### src/rtl/spi_pkg.sv
// Shared types and limits for the SPI MOSI receiver.
package spi_pkg;

    typedef enum logic {
        IDLE   = 1'b0,
        ACTIVE = 1'b1
    } spi_rx_state_t;

    localparam int SPI_MAX_WIDTH = 32;

endpackage

### src/rtl/spi_sync_edge.sv
// Multi-flop synchroniser with registered edge detection; level, rise and fall
// are mutually aligned so downstream logic sees a consistent snapshot.
module spi_sync_edge #(
    parameter int   STAGES    = 2,
    parameter logic RESET_VAL = 1'b0
) (
    input  logic i_clk,
    input  logic i_reset_n,
    input  logic i_d,
    output logic level,
    output logic rise,
    output logic fall
);

    logic [STAGES-1:0] r_sync;
    logic              r_last;
    logic              r_rise;
    logic              r_fall;

    always_ff @(posedge i_clk) begin
        if (!i_reset_n) begin
            r_sync <= {STAGES{RESET_VAL}};
            r_last <= RESET_VAL;
            r_rise <= 1'b0;
            r_fall <= 1'b0;
        end else begin
            r_sync <= {r_sync[STAGES-2:0], i_d};
            r_last <= r_sync[STAGES-1];
            r_rise <= r_sync[STAGES-1] & ~r_last;
            r_fall <= ~r_sync[STAGES-1] & r_last;
        end
    end

    assign level = r_last;
    assign rise  = r_rise;
    assign fall  = r_fall;

endmodule

### src/rtl/spi_mosi_receiver.sv
// SPI slave receive path (MOSI only), fully in the sys_clk domain with a
// ready/valid word output plus overrun and frame-error pulses.
module spi_mosi_receiver
    import spi_pkg::*;
#(
    parameter int WIDTH       = 16,
    parameter int SYNC_STAGES = 2,
    parameter int LSB_FIRST   = 0
) (
    input  logic             sys_clk,
    input  logic             sys_reset_n,
    input  logic             spi_clk,
    input  logic             spi_mosi,
    input  logic             spi_cs_n,
    input  logic             cpol,
    input  logic             cpha,
    output logic [WIDTH-1:0] rx_data,
    output logic             rx_valid,
    input  logic             rx_ready,
    output logic             rx_overrun,
    output logic             rx_frame_err,
    output logic             busy
);

    localparam int CNT_W    = $clog2(WIDTH + 1);
    localparam int SETTLE_W = $clog2(SYNC_STAGES + 3);
    localparam logic [CNT_W-1:0]    LAST_BIT    = CNT_W'(WIDTH - 1);
    localparam logic [SETTLE_W-1:0] SETTLE_DONE = SETTLE_W'(SYNC_STAGES + 2);

    spi_rx_state_t    r_state;
    spi_rx_state_t    w_state_next;
    logic             r_cpol;
    logic             r_cpha;
    logic [CNT_W-1:0] r_bit_cnt;
    logic [WIDTH-1:0] r_shift;
    logic [WIDTH-1:0] w_shift_next;
    logic [WIDTH-1:0] r_word;
    logic             r_word_done;
    logic [WIDTH-1:0] r_data;
    logic             r_valid;
    logic             r_overrun;
    logic             r_frame_err;
    logic [SETTLE_W-1:0] r_settle;
    logic             r_armed;

    logic w_clk_level, w_clk_rise, w_clk_fall;
    logic w_mosi, w_mosi_rise, w_mosi_fall;
    logic w_cs_level, w_cs_rise, w_cs_fall;
    logic w_sample_edge, w_sample_en, w_start, w_stop;
    logic w_unused_edges;

    spi_sync_edge #(.STAGES(SYNC_STAGES), .RESET_VAL(1'b0)) u_sync_clk (
        .i_clk(sys_clk), .i_reset_n(sys_reset_n), .i_d(spi_clk),
        .level(w_clk_level), .rise(w_clk_rise), .fall(w_clk_fall)
    );

    spi_sync_edge #(.STAGES(SYNC_STAGES), .RESET_VAL(1'b0)) u_sync_mosi (
        .i_clk(sys_clk), .i_reset_n(sys_reset_n), .i_d(spi_mosi),
        .level(w_mosi), .rise(w_mosi_rise), .fall(w_mosi_fall)
    );

    spi_sync_edge #(.STAGES(SYNC_STAGES), .RESET_VAL(1'b1)) u_sync_cs (
        .i_clk(sys_clk), .i_reset_n(sys_reset_n), .i_d(spi_cs_n),
        .level(w_cs_level), .rise(w_cs_rise), .fall(w_cs_fall)
    );

    assign w_unused_edges = &{1'b0, w_clk_level, w_mosi_rise, w_mosi_fall};

    assign w_sample_edge = (r_cpol ^ r_cpha) ? w_clk_fall : w_clk_rise;
    assign w_start       = (r_state == IDLE) && w_cs_fall && r_armed;
    assign w_stop        = (r_state == ACTIVE) && w_cs_rise;
    assign w_sample_en   = (r_state == ACTIVE) && !w_cs_rise && w_sample_edge;

    // A CS fall seen while the cs synchroniser is still refilling after reset
    // is an artefact of the reset value; only arm once CS is seen deasserted.
    always_ff @(posedge sys_clk) begin
        if (!sys_reset_n) begin
            r_settle <= '0;
            r_armed  <= 1'b0;
        end else if (r_settle != SETTLE_DONE) begin
            r_settle <= r_settle + 1'b1;
        end else if (w_cs_level) begin
            r_armed  <= 1'b1;
        end
    end

    always_ff @(posedge sys_clk) begin
        if (!sys_reset_n) begin
            r_state <= IDLE;
        end else begin
            r_state <= w_state_next;
        end
    end

    always_comb begin
        w_state_next = r_state;
        case (r_state)
            IDLE:    if (w_start) w_state_next = ACTIVE;
            ACTIVE:  if (w_cs_rise) w_state_next = IDLE;
            default: w_state_next = IDLE;
        endcase
    end

    always_comb begin
        busy = (r_state == ACTIVE);
    end

    always_comb begin
        w_shift_next = r_shift;
        if (LSB_FIRST != 0) begin
            w_shift_next = {w_mosi, r_shift[WIDTH-1:1]};
        end else begin
            w_shift_next = {r_shift[WIDTH-2:0], w_mosi};
        end
    end

    always_ff @(posedge sys_clk) begin
        if (!sys_reset_n) begin
            r_cpol      <= 1'b0;
            r_cpha      <= 1'b0;
            r_bit_cnt   <= '0;
            r_shift     <= '0;
            r_word      <= '0;
            r_word_done <= 1'b0;
            r_frame_err <= 1'b0;
        end else begin
            r_word_done <= 1'b0;
            r_frame_err <= 1'b0;
            if (w_start) begin
                r_cpol    <= cpol;
                r_cpha    <= cpha;
                r_bit_cnt <= '0;
                r_shift   <= '0;
            end else if (w_stop) begin
                r_frame_err <= (r_bit_cnt != '0);
                r_bit_cnt   <= '0;
                r_shift     <= '0;
            end else if (w_sample_en) begin
                r_shift <= w_shift_next;
                if (r_bit_cnt == LAST_BIT) begin
                    r_bit_cnt   <= '0;
                    r_word      <= w_shift_next;
                    r_word_done <= 1'b1;
                end else begin
                    r_bit_cnt <= r_bit_cnt + 1'b1;
                end
            end
        end
    end

    always_ff @(posedge sys_clk) begin
        if (!sys_reset_n) begin
            r_data    <= '0;
            r_valid   <= 1'b0;
            r_overrun <= 1'b0;
        end else begin
            r_overrun <= 1'b0;
            if (r_word_done) begin
                if (!r_valid || rx_ready) begin
                    r_data  <= r_word;
                    r_valid <= 1'b1;
                end else begin
                    r_overrun <= 1'b1;
                end
            end else if (r_valid && rx_ready) begin
                r_valid <= 1'b0;
            end
        end
    end

    assign rx_data      = r_data;
    assign rx_valid     = r_valid;
    assign rx_overrun   = r_overrun;
    assign rx_frame_err = r_frame_err;

endmodule

### config.mk
export PLATFORM = sky130hd
export DESIGN_NAME = spi_mosi_receiver
export DESIGN_NICKNAME = d
export VERILOG_FILES = /design/src/rtl/spi_pkg.sv /design/src/rtl/spi_sync_edge.sv /design/src/rtl/spi_mosi_receiver.sv
export SDC_FILE = /design/constraint.sdc
export NUM_CORES = 1
export LEC_CHECK = 0
export ABC_AREA = 1
export BUFFER_PORTS_ARGS = -buffer_cell sky130_fd_sc_hd__buf_4
export CAP_MARGIN = 20
export CORE_MARGIN = 2
export CORE_UTILIZATION = 33
export DETAILED_ROUTE_END_ITERATION = 6
export GPL_ROUTABILITY_DRIVEN = 0
export SYNTH_ARGS = -nofsm -noshare
export SYNTH_HDL_FRONTEND = slang
export SYNTH_SLANG_ARGS = --single-unit
### constraint.sdc
create_clock -name sys_clk -period 1.6 [get_ports sys_clk]
set_clock_uncertainty 0.2 [all_clocks]
set_input_delay 0.24 -clock sys_clk [delete_from_list [all_inputs] [get_ports sys_clk]]
set_output_delay 0.24 -clock sys_clk [all_outputs]
set_load 0.01 [all_outputs]
==> metrics.md <==
| Metric | Value |
|---|---|
| Final std cells w/o fill | 547 |
| Synth Instances | 390 |
| Sequential element share of the synthesized area | about half |
| Die width | 98.8 um |
| Clk slew on worst S/H paths | 0.08 ns |
| Bufs on Longest Clock Path | 2 |
| Area grow syn2layout | 28.4% |
| Most frequent cells in the layout | nand2_1 (91), dfxtp_1 (72), inv_1 (67), a21oi_1 (42), buf_4 (34) |
| Simple-Gate Fraction of Synth Area | 23.4% |
| Clk_lat worst skew | 0.34 ns |
| Layout cells sized above 1 | 17.5% |
| Yosys warnings | 0 |
| Power per cell area | 1010 nW/um^2 |
| Die ar. | between 9000 and 10000 um^2 |
| FF-to-FF End | r_word[2] |
| Vias | 2390 |
| Syn nets | 402 |
| Final Routed Wirelength | 5600 um |
| Number of global-route vias before repair | 2118 |
| Required time of the critical path | about 1.6 ns |
| Commonest non-fill, non-tap cell in the layout | nand2_1 |
| Mapped Area | 2960 um^2 |
| Final net count | between 400 and 500 |
| Wire per inst | 10.2 um |
| CTS root buf | clkbuf_8 |
| Max Freq | roughly 640 MHz |
| Placed inst area | 3380 um^2 |
| Yosys cell types | 26 |
| Crit Reg-Reg Startpoint | r_bit_cnt[1] |
| Initial antenna violation count | 0 |
| Max IR drop VDD | just over 0.4 mV |
| Diodes inserted | 0 |
| Critical path type | reg2reg |
| # IOs | 28 |
| Remaining global-route overflow | 0 |
| Worst Path Buf+Inv | 1 |
| Cells along the critical path | ha_4, nand3_4, nor2_8, clkbuf_16, nand4_1, nand2_1, nor2_1 |
| Final setup viols | 0 |
| DRT Pass-1 Iters | 6 |
| Post-synthesis compound-gate area fraction | between 10 and 15% |
| Pre-CTS setup slack | ~0.0069 ns |
| Post-Place Cells | 517 |
| Outcome | finished, final reports clean |
| Post-route DRC | 0 |
| Post-Synth Adder-Cell Area | 1.69% |
| Worst setup SP type | flip-flop |
| First-pass GRT wire length | 9300 um |
| Worst r2r path cells | 7 |
| FP Rows | 34 |
| Crit-path max FO | 8 |
| CP startpoint | r_bit_cnt[1] |
| Seq cells post-synth | 76 |
| Final HPWL DP | 3410 um |
| Proportion of synthesized area in mux cells | 0% |
| CTS tree | built |
| Period utilisation layout | 97.4% |
| Core Region | 8720 um^2 |
| R2R setup slack | 0.04 ns |
| Min Tclk post-route | approximately 1.6 ns |
| Vias/cell | ~4.4 |
| Pleak | 1.57 nW |
| Largest net degree at the start of global routing | 33 |
| Input/output buffers | 27 |
| Count of final hold-check violations | 0 |
| Slew Limit Fails | 0 |
| WP depth | 7 |
| Mean post-synth cell area | 7.60 um^2 |
| Post-layout util | 43.6% |
| Starting Density | 34.0% |
| Clock Sink Count | 76 |
| Critical path endpoint category | flip-flop |
| GRT Total Usage | 11.4% |
| Largest family of logic cells by synthesized area | simple AND/OR/NAND/NOR gates |
| Final setup margin | 0.0408 ns |
| Inserted Clock Buffers | 9 |
| Worst Tran Pin Value | 0.309 ns |
| Die height | 98.8 um |
| Max-slew headroom | 79.2% |
| Post-synth EDFFs | 0 |
| Post-synth ARST share | 0% |
| ANT nets after route | 0 |
| WP data arrival | 1.60 ns |
| Ys flop type | dfxtp_1 |
| Hold Path Class | reg2reg |
| CP peak stage delay | ~0.36 ns |
| Delay-heaviest family, CP | simple AND/OR/NAND/NOR gates |
| Number of max-cap violations | 0 |
| CP max-delay cell | dfxtp_4 |
| XOR/XNOR share of the synthesized area | 0.591% |
| # H-tree levels | 3 |
| Fillers | 860 |
| Final Cell Area | 3810 um^2 |
| Worst Setup EP | r_word[2] |
| Iteration-0 DRC Markers | 109 |
==> timing repair <==
item / 4_1_cts / 5_1_grt
setup buffers: 0 / 4
hold buffers: 7 / 0
pin swaps: 1 / 4
setup endpoints to repair: 4 / 20
gates cloned: 0 / 3
hold endpoints to repair: 8 / 0
resized for setup: 1 / 10
==> cell usage after synthesis (2+ instances only) <==
master	n	share of area (%)
nand2_1	91	12
o21ai_0	17	2.9
inv_1	67	8.5
ha_1	4	1.7
buf_2	6	1.0
dfxtp_1	76	51
nand3_1	7	1.2
o21ai_1	5	0.84
a21oi_1	42	7.1
nor3_1	2	0.34
nor2_1	29	3.7
nand3_4	2	1.2
clkbuf_1	9	1.1
nand4_1	17	3.6
inv_2	4	0.51
or2_2	2	0.42
==> cells by family (layout without fill, tap and decap cells) <==
| group | after synthesis | count (layout) |
|---|---|---|
| AOI/OAI and AO/OA | 65 | 65 |
| and+or+nand+nor | 154 | 156 |
| adders and majority gates | 4 | 4 |
| DFF | 76 | 76 |
| xor gates and xnor gates | 2 | 2 |
| buffers and inverters | 89 | 136 |
==> worst min-delay path by stage <==
stage                         startpoint                    to  cells past startpoint
floorplan                        spi_clk  u_sync_clk.r_sync[0]                      2
global placement    u_sync_clk.r_sync[0]  u_sync_clk.r_sync[1]                      2
detailed placement   u_sync_cs.r_sync[1]        u_sync_cs.fall                      1
CTS                  u_sync_cs.r_sync[1]        u_sync_cs.fall                      1
global route            u_sync_clk.level       u_sync_clk.rise                      1
finish               u_sync_cs.r_sync[1]        u_sync_cs.fall                      1
==> per-layer routing <==
layer	track usage [%]	up-vias	part of all wire [%]
met5	0	-	0
li1	-	1304	-
met2	18.2	31	45
met1	15.0	1044	51
met4	5.37	0	1.9
met3	2.13	11	2.4
==> registers in the layout (all words and copies together), names as in the netlist <==
register,flops
r_word_done,1
u_sync_cs.fall,1
u_sync_cs.r_sync,2
u_sync_clk.rise,1
u_sync_clk.level,1
r_cpol,1
r_shift,15
r_bit_cnt,5
r_armed,1
r_cpha,1
u_sync_mosi.level,1
u_sync_clk.fall,1
u_sync_cs.level,1
r_settle,3
r_word,16
rx_overrun,1
u_sync_mosi.r_sync,2
rx_frame_err,1
u_sync_clk.r_sync,2
u_sync_cs.rise,1
rx_valid,1
busy,1
rx_data,16
==> layout make-up <==
type	instances	area [um^2]	share of cell area [%]
repair buffers	49	490	12.9
well taps	108	135	3.55
inverters	71	267	7.00
clock buffers	10	128	3.35
clock inverters	6	113	2.96
flip-flops and latches	76	1530	40.2
multi-input cells	227	1140	30.1
==> metrics by stage <==
step           hold slack [ns]  TNS (ns)  total power [mW]
2_1_floorplan            0.138         0              2.10
3_3_place_gp             0.195         0              2.15
3_5_place_dp             0.197         0              2.16
4_1_cts                  0.209         0              3.91
5_1_grt                  0.222   -0.0207              4.02
6_report                 0.207         0              3.85
==> where the power goes <==
part           switching (mW)  internal [mW]  total (mW)
clock                   0.684           1.04        1.72
sequential             0.0262           1.93        1.95
combinational          0.0927         0.0824       0.175
total                   0.803           3.05        3.85
Note: power is estimated with default switching activity, not from simulation.
